==> src/rtl/paddle_array_ctrl.sv <==
// paddle_array_ctrl: moves NUM_PADDLES vertical paddles on a common movement
// tick. Each channel has a hold counter that doubles its step once a direction
// has been held for HOLD_TICKS ticks. Positions are clamped to the playfield,
// and the block can recentre and freeze all channels.
module paddle_array_ctrl #(
    parameter int NUM_PADDLES = 2,
    parameter int POS_W       = 11,
    parameter int FIELD_TOP   = 0,
    parameter int FIELD_H     = 480,
    parameter int BAT_SMALL   = 48,
    parameter int BAT_LARGE   = 96,
    parameter int STEP        = 2,
    parameter int HOLD_TICKS  = 3,
    parameter int TICK_DIV    = 400000
) (
    input  logic                         clk,
    input  logic                         rst,
    input  logic [NUM_PADDLES-1:0]       up,
    input  logic [NUM_PADDLES-1:0]       dn,
    input  logic                         bat_size,
    input  logic                         recenter,
    input  logic                         freeze,
    output logic [NUM_PADDLES*POS_W-1:0] pos,
    output logic [NUM_PADDLES-1:0]       moved
);

    localparam int CNT_W  = (TICK_DIV > 1) ? $clog2(TICK_DIV) : 1;
    localparam int HOLD_W = (HOLD_TICKS > 0) ? $clog2(HOLD_TICKS + 1) : 1;

    // Limits for each bat size, held one bit wider so compares cannot wrap.
    localparam logic [POS_W:0] YMAX_S = (POS_W+1)'(FIELD_TOP + FIELD_H - BAT_SMALL);
    localparam logic [POS_W:0] YMAX_L = (POS_W+1)'(FIELD_TOP + FIELD_H - BAT_LARGE);
    localparam logic [POS_W:0] YCEN_S = (POS_W+1)'(FIELD_TOP + (FIELD_H - BAT_SMALL) / 2);
    localparam logic [POS_W:0] YCEN_L = (POS_W+1)'(FIELD_TOP + (FIELD_H - BAT_LARGE) / 2);
    localparam logic [POS_W:0] TOP_X  = (POS_W+1)'(FIELD_TOP);
    localparam logic [POS_W:0] STEP_1 = (POS_W+1)'(STEP);
    localparam logic [POS_W:0] STEP_2 = (POS_W+1)'(2 * STEP);
    localparam logic [HOLD_W-1:0] HOLD_SAT = HOLD_W'(HOLD_TICKS);

    logic [CNT_W-1:0]  cnt_q;
    logic              tick;
    logic [POS_W:0]    ymax;
    logic [POS_W:0]    ycen;

    logic [POS_W-1:0]  y_q      [NUM_PADDLES];
    logic [POS_W-1:0]  y_nxt    [NUM_PADDLES];
    logic [HOLD_W-1:0] hold_q   [NUM_PADDLES];
    logic [HOLD_W-1:0] hold_nxt [NUM_PADDLES];
    logic [POS_W:0]    step_w   [NUM_PADDLES];
    logic [POS_W:0]    sum_w    [NUM_PADDLES];
    logic [NUM_PADDLES-1:0] moved_q;
    logic [NUM_PADDLES-1:0] moved_nxt;

    assign tick = (cnt_q == CNT_W'(TICK_DIV - 1));
    assign ymax = bat_size ? YMAX_L : YMAX_S;
    assign ycen = bat_size ? YCEN_L : YCEN_S;

    // Free-running movement tick divider; recenter and freeze do not touch it.
    always_ff @(posedge clk) begin
        if (rst || tick) begin
            cnt_q <= '0;
        end else begin
            cnt_q <= cnt_q + CNT_W'(1);
        end
    end

    // Per-channel next position, hold count and moved pulse.
    // Priority: recenter > clamp > freeze > tick movement.
    always_comb begin
        moved_nxt = '0;
        for (int i = 0; i < NUM_PADDLES; i++) begin
            step_w[i]   = (hold_q[i] == HOLD_SAT) ? STEP_2 : STEP_1;
            sum_w[i]    = {1'b0, y_q[i]} + step_w[i];
            y_nxt[i]    = y_q[i];
            hold_nxt[i] = hold_q[i];

            // Hold counter: cleared by recenter/freeze or a tick with up == dn.
            if (recenter || freeze) begin
                hold_nxt[i] = '0;
            end else if (tick) begin
                if (up[i] ^ dn[i]) begin
                    hold_nxt[i] = (hold_q[i] == HOLD_SAT) ? hold_q[i] : hold_q[i] + HOLD_W'(1);
                end else begin
                    hold_nxt[i] = '0;
                end
            end

            if (recenter) begin
                y_nxt[i] = ycen[POS_W-1:0];
            end else if ({1'b0, y_q[i]} > ymax) begin
                y_nxt[i] = ymax[POS_W-1:0];
            end else if (freeze) begin
                y_nxt[i] = y_q[i];
            end else if (tick && up[i] && !dn[i]) begin
                // Compare first so the subtraction can never underflow.
                if ({1'b0, y_q[i]} >= TOP_X + step_w[i]) begin
                    y_nxt[i] = y_q[i] - step_w[i][POS_W-1:0];
                end else begin
                    y_nxt[i] = TOP_X[POS_W-1:0];
                end
                moved_nxt[i] = (y_nxt[i] != y_q[i]);
            end else if (tick && dn[i] && !up[i]) begin
                if (sum_w[i] > ymax) begin
                    y_nxt[i] = ymax[POS_W-1:0];
                end else begin
                    y_nxt[i] = sum_w[i][POS_W-1:0];
                end
                moved_nxt[i] = (y_nxt[i] != y_q[i]);
            end
        end
    end

    // Channel state registers; reset centres each paddle for the current bat.
    always_ff @(posedge clk) begin
        if (rst) begin
            for (int i = 0; i < NUM_PADDLES; i++) begin
                y_q[i]    <= ycen[POS_W-1:0];
                hold_q[i] <= '0;
            end
            moved_q <= '0;
        end else begin
            for (int i = 0; i < NUM_PADDLES; i++) begin
                y_q[i]    <= y_nxt[i];
                hold_q[i] <= hold_nxt[i];
            end
            moved_q <= moved_nxt;
        end
    end

    assign moved = moved_q;

    generate
        for (genvar g = 0; g < NUM_PADDLES; g++) begin : g_pos
            assign pos[g*POS_W +: POS_W] = y_q[g];
        end
    endgenerate

endmodule

==> config.mk <==
export PLATFORM = sky130hd
export DESIGN_NAME = paddle_array_ctrl
export DESIGN_NICKNAME = d
export VERILOG_FILES = /design/src/rtl/paddle_array_ctrl.sv
export SDC_FILE = /design/constraint.sdc
export NUM_CORES = 1
export LEC_CHECK = 0
export BUFFER_PORTS_ARGS = -buffer_cell sky130_fd_sc_hd__buf_4
export CAP_MARGIN = 25
export CORE_UTILIZATION = 60
export CTS_CLUSTER_DIAMETER = 40
export CTS_CLUSTER_SIZE = 24
export DETAILED_ROUTE_END_ITERATION = 16
export PLACE_DENSITY = 0.77
export REMOVE_ABC_BUFFERS = 1
export SYNTH_ARGS = -nofsm -noshare
export SYNTH_HDL_FRONTEND = slang
export SYNTH_SLANG_ARGS = --single-unit
==> constraint.sdc <==
create_clock -name clk -period 4.65 [get_ports clk]
set_input_delay 0 -clock clk [delete_from_list [all_inputs] [get_ports clk]]
set_output_delay 0 -clock clk [all_outputs]
set_load 0.02 [all_outputs]
==> results.cfg, run 1 <==
[synth]
synth_xor_area_share_pct = 8.322
yosysSeqAreaShare_pct = 27.41
yosys-top-cells-area = dfxtp_1 (24%), ha_1 (6.6%), nor2_1 (6.0%)
synth_cell_types = 65
synth_mux_area_share_pct = 1.154
synthAdderAreaFrac_pct = 8.881
yosysTopAreaCellShare_pct = 24.06
synth_top_family_by_area = simple AND/OR/NAND/NOR gates
synth_most_common_cell = nor2_1
synthArstFlopShare_pct = 0
synth_warnings = 0
synth_commonest_cells = nor2_1 (57), dfxtp_1 (43), nand2_1 (41)
ys_ff_latch = 47
synth_largest_area_cell = dfxtp_1
netlist_area_um2 = 3578
synthCells = 466
synth_area_per_cell_um2 = 7.679
synthSimpleGateAreaFrac_pct = 32.03
synth_edf_count = 4
synth_compound_area_share_pct = 17.66
ys_dominant_reg_cell = dfxtp_1

[run_status]
status = complete, no violations

[critical_path]
crit_chain = ha_1, inv_1, ha_1, inv_1, fa_1, nor2_1, xor2_1, ha_1, nor2b_1, o22ai_1, a32oi_1, a21oi_1, a22o_1, a31oi_1
worst-path-max-fanout = 7
critPathLaunch = hold_q[0][2]
cp.arrival_ns = 3.86
cp_slowest_stage_delay_ns = 0.50
crit_top_cell = ha_1
reg2reg_to = y_q[0][15]
crit_path_start_kind = flop
regToRegStartpoint = hold_q[0][2]
reg2regPathDepth = 14
worstSetupPathType = reg -> reg
worstSetupEndpoint = y_q[0][15]
worstPathRequired_ns = 4.72
reg2reg_setup_slack_ns = 0.86
cpMaxStageDelayCell = fa_1
cp-end-kind = flop

[drt]
route.detailed.drc = 0
drt_iter0_drc = 330
vias_per_cell = 6.496
num_vias = 3631
wirelength_um = 9587
postRouteAntennaNets = 0
firstDrtPassIters = 7
routedWlPerCell_um = 17.15

[timing]
layout_min_cycle_time_ns = 3.789
rsz0062_at_grt = false
finalHoldViolCount = 0
max_clock_freq_mhz = 263.9
final-setup-viol-count = 0
relSlewSlack_pct = 51.18
period_share_pct = 81.49
timing.hold.ws_ns = 0.003607
slew_violations = 0
worst_pin_slew_ns = 0.7256
skew_ns = 0.01687
fin_setup_tns_ns = 0

[placement]
routabilityCongestion = 0.9706
port_buffers = 32
hpwl_um = 7181

[clock_network]
cts_tree = built
cts_setup_buffers = 0
cts-htree-levels = 2
cts.clk_slew.worst_paths_ns = 0.10
clk_latency_ns = 0.31
cts-resized-gates = 0
cts_buffers = 5
max-clock-path-buffers = 2
numClockSinks = 47
root_buffer = clkbuf_8

[pwr]
power_density_nw_per_um2 = 207.4
peakVddDrop_mv = 0.1475
power.leakage_nw = 1.479

[floorplanning]
dieArea_um2 = 6277
die_w_um = 79.23
boundaryPins = 33
die_h_um = 79.23
start_util_pct = 63.43
rows = 27
core_area_um2 = 5642

[global_route]
antenna_found_initial = 0
grt_pass1_vias = 3276
grt-ovfl-total = 0
grt_pass1_wl_um = 15900
grt_max_degree = 19
track_usage_pct = 32.41

[finish]
layout-drive-gt1-share_pct = 10.88
syn_to_final_growth_pct = 10.73
fillers = 455
final_nets = 518
antennaDiodeCount = 0

[flow_run]
drv_cap = 0

[hold_path]
hold_path.class = in -> reg
-- cells by family (layout without fill, tap and decap cells) --
group / Yosys count / after routing
xor gates and xnor gates: 34 / 34
adders and majority gates: 23 / 23
muxes: 4 / 4
and+or+nand+nor: 219 / 219
DFF: 47 / 47
AOI/OAI and AO/OA: 97 / 97
buffers and inverters: 42 / 63
-- worst min path at each step --
stage,endpoint,slack (ns),cells past startpoint,startpoint
after detailed placement,cnt_q[6],0.21,2,rst
final,y_q[0][17],0.004,3,recenter
after global routing,y_q[0][17],0.03,3,recenter
after floorplan,cnt_q[6],0.07,1,rst
after CTS,y_q[0][17],0.003,3,recenter
after global placement,cnt_q[6],0.20,2,rst
-- cell type report --
| cell class | count | area, µm² | area share, % |
|---|---|---|---|
| Inverter | 20 | 75.07 | 1.895 |
| Tap cell | 72 | 90.09 | 2.273 |
| Clock buffer | 7 | 107.6 | 2.715 |
| Sequential cell | 47 | 980.9 | 24.76 |
| Timing Repair Buffer | 35 | 265.3 | 6.694 |
| Clock inverter | 1 | 8.758 | 0.2210 |
| Multi-Input combinational cell | 377 | 2435 | 61.45 |
-- layout by cell type, fill, tap and decap left out, drive strengths merged, types with 8 or more instances in the layout --
cell type,netlist,routed
a21oi,23,23
buf,6,34
dfxtp,43,43
ha,19,19
inv,20,21
nand2,41,41
nand2b,12,12
nand3,16,16
nand4,12,12
nor2,58,58
nor2b,13,13
nor3,21,21
o21ai,22,22
o22ai,8,8
xnor2,17,17
xor2,17,17
-- layer usage --
metal | GRT usage, % | wire (µm)
met1 | 44.71 | 4101
met2 | 50.26 | 4183
met4 | 10.91 | 310
met3 | 6.437 | 991
met5 | 0 | 0
-- registers in the layout, indices dropped and copies added (netlist names) --
signal	flops
cnt_q	19
hold_q	4
moved	2
y_q	22
-- timing repair --
item | in CTS | in global routing
hold endpoints to repair | 1 | 0
endpoints found under the setup margin | 0 | 0
hold buffers | 1 | 0
-- worst max-delay path: cells and delay by family, from the launching register on --
family | cells | cell delay [ns]
flip-flops | 1 | 0.33
adder cells (fa/ha/maj) | 4 | 1.25
buffers and inverters | 2 | 0.27
XOR/XNOR | 1 | 0.22
AO/OA/AOI/OAI | 5 | 1.16
AND/OR/NAND/NOR | 2 | 0.32
-- power breakdown --
part | total, W | switching, W | internal (W)
combinational | 0.0000899 | 0.0000528 | 0.0000371
clock | 0.000305 | 0.000149 | 0.000155
sequential | 0.000427 | 0.0000126 | 0.000414
total | 0.000822 | 0.000215 | 0.000607
-- stage by stage --
stage	util [%]	setup slack (ns)	cell area (µm²)	power [W]	std cells
6_report	70.24	0.8605	3963	0.0008216	559
5_1_grt	70.24	0.5803	3963	0.0008503	559
4_1_cts	70.24	0.8903	3963	0.0008237	559
3_5_place_dp	68.00	0.9626	3836	0.0005230	550
3_3_place_gp	68.00	1.085	3836	0.0005201	550
2_1_floorplan	-	1.434	3491	0.0004899	444
Power figures use the tool's default switching activity.
==> run 2: changes to the inputs <==
==> constraint.sdc (replaced) <==
create_clock -name clk -period 3.8 [get_ports clk]
set_input_delay 0 -clock clk [delete_from_list [all_inputs] [get_ports clk]]
set_output_delay 0 -clock clk [all_outputs]
set_load 0.02 [all_outputs]
==> run 2 against run 1 <==
  * Worst setup slack worse by 0.57 ns
  * Clock skew down 0.0063 ns
  * Non-clock buffer count up 8
==> results.cfg, run 2 (synthesized netlist as in run 1, its figures left out) <==
[pwr]
power.leakage_nw = 1.504
peakVddDrop_mv = 0.2009
power_density_nw_per_um2 = 239.7

[finish]
antennaDiodeCount = 0
fillers = 472
final_core_util_pct = 70.92
syn_to_final_growth_pct = 11.82
layout-drive-gt1-share_pct = 12.53
largest_registers = y_q x22, cnt_q x19, hold_q x4
regMostFlops = y_q
stdcell_area_um2 = 4001
final_common_cell = nor2_1
largest_reg_flops = 22
final_nets = 526
layout_common_cells = nor2_1 (57), dfxtp_1 (43), buf_4 (42), nand2_1 (41), o21ai_0 (22)

[drt]
drt_iter0_drc = 425
routedWlPerCell_um = 16.92
wirelength_um = 9596
vias_per_cell = 6.422
num_vias = 3641
route.detailed.drc = 0
postRouteAntennaNets = 0
firstDrtPassIters = 5

[critical_path]
worstSetupPathType = reg -> reg
crit_chain = ha_1, inv_1, ha_1, inv_1, fa_1, nor2_1, xor2_1, ha_1, nor2b_1, o22ai_1, a32oi_1, or3b_2, a32oi_1, nor3_1
worstPathRequired_ns = 3.99
cp-end-kind = flop
crit_top_cell = ha_1
path_delay_family = adder cells
crit_path_start_kind = flop
cp_slowest_stage_delay_ns = 0.50
cp.arrival_ns = 3.70
path_buf_inv = 2
cpMaxStageDelayCell = or3b_2
worst-path-max-fanout = 6

[placement]
hpwl_um = 7157
routabilityCongestion = 1.001
port_buffers = 32
placed_cell_area_um2 = 3896

[hold_path]
hold_path.class = in -> reg

[global_route]
antenna_found_initial = 0
grt_max_degree = 19
grt-ovfl-total = 0
grt_pass1_vias = 3227
grt_pass1_wl_um = 15450
track_usage_pct = 31.25

[timing]
finalHoldViolCount = 0
skew_ns = 0.01061
layout_min_cycle_time_ns = 3.511
max_clock_freq_mhz = 284.8
relSlewSlack_pct = 54.16
fin_setup_tns_ns = 0
slew_violations = 0
period_share_pct = 92.40
final-setup-viol-count = 0
worst_pin_slew_ns = 0.6876
rsz0062_at_grt = false

[run_status]
status = complete, no violations

[floorplanning]
boundaryPins = 33
die_h_um = 79.23
start_util_pct = 63.43
core_area_um2 = 5642
dieArea_um2 = 6277
rows = 27
die_w_um = 79.23

[clock_network]
root_buffer = clkbuf_8
cts_buffers = 5
numClockSinks = 47
cts-htree-levels = 2
cts_setup_buffers = 0
cts.clk_slew.worst_paths_ns = 0.10
max-clock-path-buffers = 2
clk_latency_ns = 0.31
cts_tree = built

[flow_run]
drv_cap = 0
[run 2: worst reg2reg max path, stage by stage, from the launching register on]
cell     delay, ns
dfxtp_1       0.33
ha_1          0.27
inv_1         0.24
ha_1          0.21
inv_1         0.05
fa_1          0.45
nor2_1        0.16
xor2_1        0.21
ha_1          0.27
nor2b_1       0.13
o22ai_1       0.13
a32oi_1       0.18
or3b_2        0.50
a32oi_1       0.21
nor3_1        0.06
[run 2: final cells by class]
type / instances / area (µm²) / area share, %
clock buffers: 5 / 68.82 / 1.720
multi-input cells: 377 / 2439 / 60.94
well taps: 72 / 90.09 / 2.251
inverters: 20 / 75.07 / 1.876
repair buffers: 43 / 325.3 / 8.130
flip-flops and latches: 47 / 980.9 / 24.52
clock inverters: 3 / 22.52 / 0.5629
[run 2: per-stage QoR]
| stage | instances | power (W) | hold WS, ns | setup WS (ns) |
|---|---|---|---|---|
| global route | 567 | 0.0009911 | 0.01569 | 0.02334 |
| CTS | 567 | 0.0009585 | 0.01971 | 0.2049 |
| floorplan | 444 | 0.0005994 | 0.07238 | 0.5835 |
| detailed placement | 558 | 0.0006433 | 0.2054 | 0.2460 |
| global placement | 558 | 0.0006408 | 0.2022 | 0.4234 |
| finish | 567 | 0.0009589 | 0.01706 | 0.2887 |
[run 2: final timing paths]
| path | from | to | slack (ns) | cells past startpoint |
|---|---|---|---|---|
| min reg2reg | cnt_q[0] | cnt_q[0] | 0.46 | 1 |
| max reg2reg | hold_q[0][2] | moved[1] | 0.29 | 14 |
| min | recenter | y_q[0][17] | 0.02 | 3 |
| max | hold_q[0][2] | moved[1] | 0.29 | 14 |
[run 2: repair_timing]
action / in CTS / in global routing
endpoints found under the setup margin: 0 / 6
gates resized for setup: 0 / 1
endpoints found under the hold margin: 1 / 0
hold buffers: 1 / 0
[run 2: metal layers]
layer | GRT usage [%] | up-vias | part of all wire (%)
met5 | 0 | - | 0
met4 | 7.636 | 0 | 1.2
met3 | 6.207 | 16 | 9.4
met2 | 48.79 | 214 | 45
met1 | 43.95 | 1682 | 44
li1 | - | 1729 | -
[run 2: power by group]
group / switching (W) / internal (W) / leakage [nW]
Sequential: 0.0000154 / 0.000507 / 0.389
Clock: 0.000191 / 0.000133 / 0.0451
Combinational: 0.0000649 / 0.0000480 / 1.07
==> run 3: changes to the inputs <==
==> constraint.sdc (replaced) <==
create_clock -name clk -period 3.47 [get_ports clk]
set_input_delay 0 -clock clk [delete_from_list [all_inputs] [get_ports clk]]
set_output_delay 0 -clock clk [all_outputs]
set_load 0.02 [all_outputs]
==> run 3 against run 2 <==
  * Routed wire length up 3.0%
  * Critical endpoint is now y_q[0][5]
  * Sequential share of layout area fell by 0.57 points
  * Worst setup slack got worse by 0.12 ns
==> results.cfg, run 3 (synthesized netlist as in run 1, its figures left out) <==
[run_status]
status = complete, no violations

[floorplanning]
die_w_um = 79.23
boundaryPins = 33
dieArea_um2 = 6277
die_h_um = 79.23
core_area_um2 = 5642
start_util_pct = 63.43
rows = 27

[pwr]
p_seq_share_pct = 53.8
peakVddDrop_mv = 0.2614
p_sw_share_pct = 28.71
power_w = 0.001063
pwr-share-comb_pct = 11.7
p_clk_share_pct = 34.5
switchingPower_w = 0.0003052
internal_power_w = 0.0007578
power_density_nw_per_um2 = 259.5
power.leakage_nw = 1.555

[global_route]
grt-ovfl-total = 0
track_usage_pct = 32.55
grt_max_degree = 19
grt_pass1_wl_um = 16170
antenna_found_initial = 0
grt_pass1_vias = 3418

[timing]
layout_min_cycle_time_ns = 3.304
rsz0062_at_grt = false
worst_pin_slew_ns = 0.8309
finalHoldViolCount = 0
final-setup-viol-count = 0
max_clock_freq_mhz = 302.7
skew_ns = 0.006216
period_share_pct = 95.21
relSlewSlack_pct = 44.10
slew_violations = 0
fin_setup_tns_ns = 0

[drt]
routedWlPerCell_um = 17.19
postRouteAntennaNets = 0
num_vias = 3723
firstDrtPassIters = 5
route.detailed.drc = 0
vias_per_cell = 6.475
drt_iter0_drc = 473
wirelength_um = 9885

[clock_network]
cts_buffers = 5
cts_tree = built
numClockSinks = 47
root_buffer = clkbuf_8
cts.clk_slew.worst_paths_ns = 0.10
max-clock-path-buffers = 2
cts-htree-levels = 2
clk_latency_ns = 0.30

[finish]
final_common_cell = nor2_1
layout-drive-gt1-share_pct = 15.51
layout_common_cells = nor2_1 (57), buf_4 (50), dfxtp_1 (43), nand2_1 (41), o21ai_0 (22)
final_core_util_pct = 72.61
layout.cells.non_filler = 575
antennaDiodeCount = 0
syn_to_final_growth_pct = 14.48
largest_registers = y_q x22, cnt_q x19, hold_q x4
largest_reg_flops = 22
final_nets = 534
regMostFlops = y_q

[placement]
hpwl_um = 7258
routabilityCongestion = 0.9767
port_buffers = 32
placedCellCount = 564

[critical_path]
worstPathRequired_ns = 3.71
cp-end-kind = flop
crit_path_start_kind = flop
worstSetupPathType = reg -> reg
cp.arrival_ns = 3.54
worst-path-max-fanout = 6

[hold_path]
hold_path.class = in -> reg

[flow_run]
drv_cap = 0
## run 3: cell count changes in the layout (fill, tap and decap cells not counted), sizes merged
cell | previous run | this run
buf | 42 | 50
## run 3: power by group through the flow
stage	registers, W	clock network (W)	logic, W
CTS	0.000571	0.000372	0.000121
global placement	0.000584	0	0.000117
detailed placement	0.000584	0	0.000119
global route	0.000574	0.000390	0.000136
floorplan	0.000585	0	0.0000717
finish	0.000572	0.000367	0.000124
## run 3: worst paths after layout
| check | endpoint | cells past startpoint | slack [ns] | startpoint |
|---|---|---|---|---|
| worst max-delay path | y_q[0][5] | 15 | 0.17 | hold_q[0][0] |
| worst min-delay path | y_q[0][17] | 3 | 0.009 | recenter |
| worst max register to register | y_q[0][5] | 15 | 0.17 | hold_q[0][0] |
| worst min register to register | cnt_q[0] | 1 | 0.45 | cnt_q[0] |
## run 3: what timing repair did
item,in CTS,in global routing
endpoints found under the hold margin,1,0
gates resized for setup,1,8
hold buffers,1,0
endpoints found under the setup margin,2,12
setup buffers,0,2
pin swaps,0,3
## run 3: layout make-up
type / instances / area [µm²]
Sequential cell: 47 / 980.9
Inverter: 20 / 75.07
Tap cell: 72 / 90.09
Fill cell: 470 / 1545
Multi-Input combinational cell: 377 / 2469
Clock buffer: 5 / 68.82
Clock inverter: 3 / 27.53
Timing Repair Buffer: 51 / 385.4
## run 3: through the flow
| step | worst slack (ns) | instance area [µm²] | hold WS [ns] |
|---|---|---|---|
| after floorplan | 0.2535 | 3491 | 0.07238 |
| after global placement | 0.1736 | 3941 | 0.2027 |
| after detailed placement | 0.02372 | 3941 | 0.2076 |
| after CTS | 0.03933 | 4048 | 0.007264 |
| after global routing | 0.01328 | 4096 | 0.01824 |
| final | 0.1662 | 4096 | 0.008690 |
## run 3: critical path: stages (launching register included)
cell      delay, ns
dfxtp_1        0.33
ha_2           0.22
inv_2          0.11
ha_1           0.17
inv_1          0.06
fa_1           0.39
inv_1          0.13
nand3_2        0.11
xnor2_2        0.17
ha_1           0.31
nand3_1        0.09
o22ai_1        0.21
a32o_2         0.20
nand2b_1       0.12
or3b_2         0.48
a21oi_1        0.15
## run 3: layer usage
layer	global-route usage [%]	vias up	share of wire, %	wire, µm
li1	-	1749	-	-
met1	44.55	1726	43	4258
met2	50.52	225	45	4490
met3	7.586	23	10	986
met4	9.818	0	1.5	150
met5	0	-	0	0
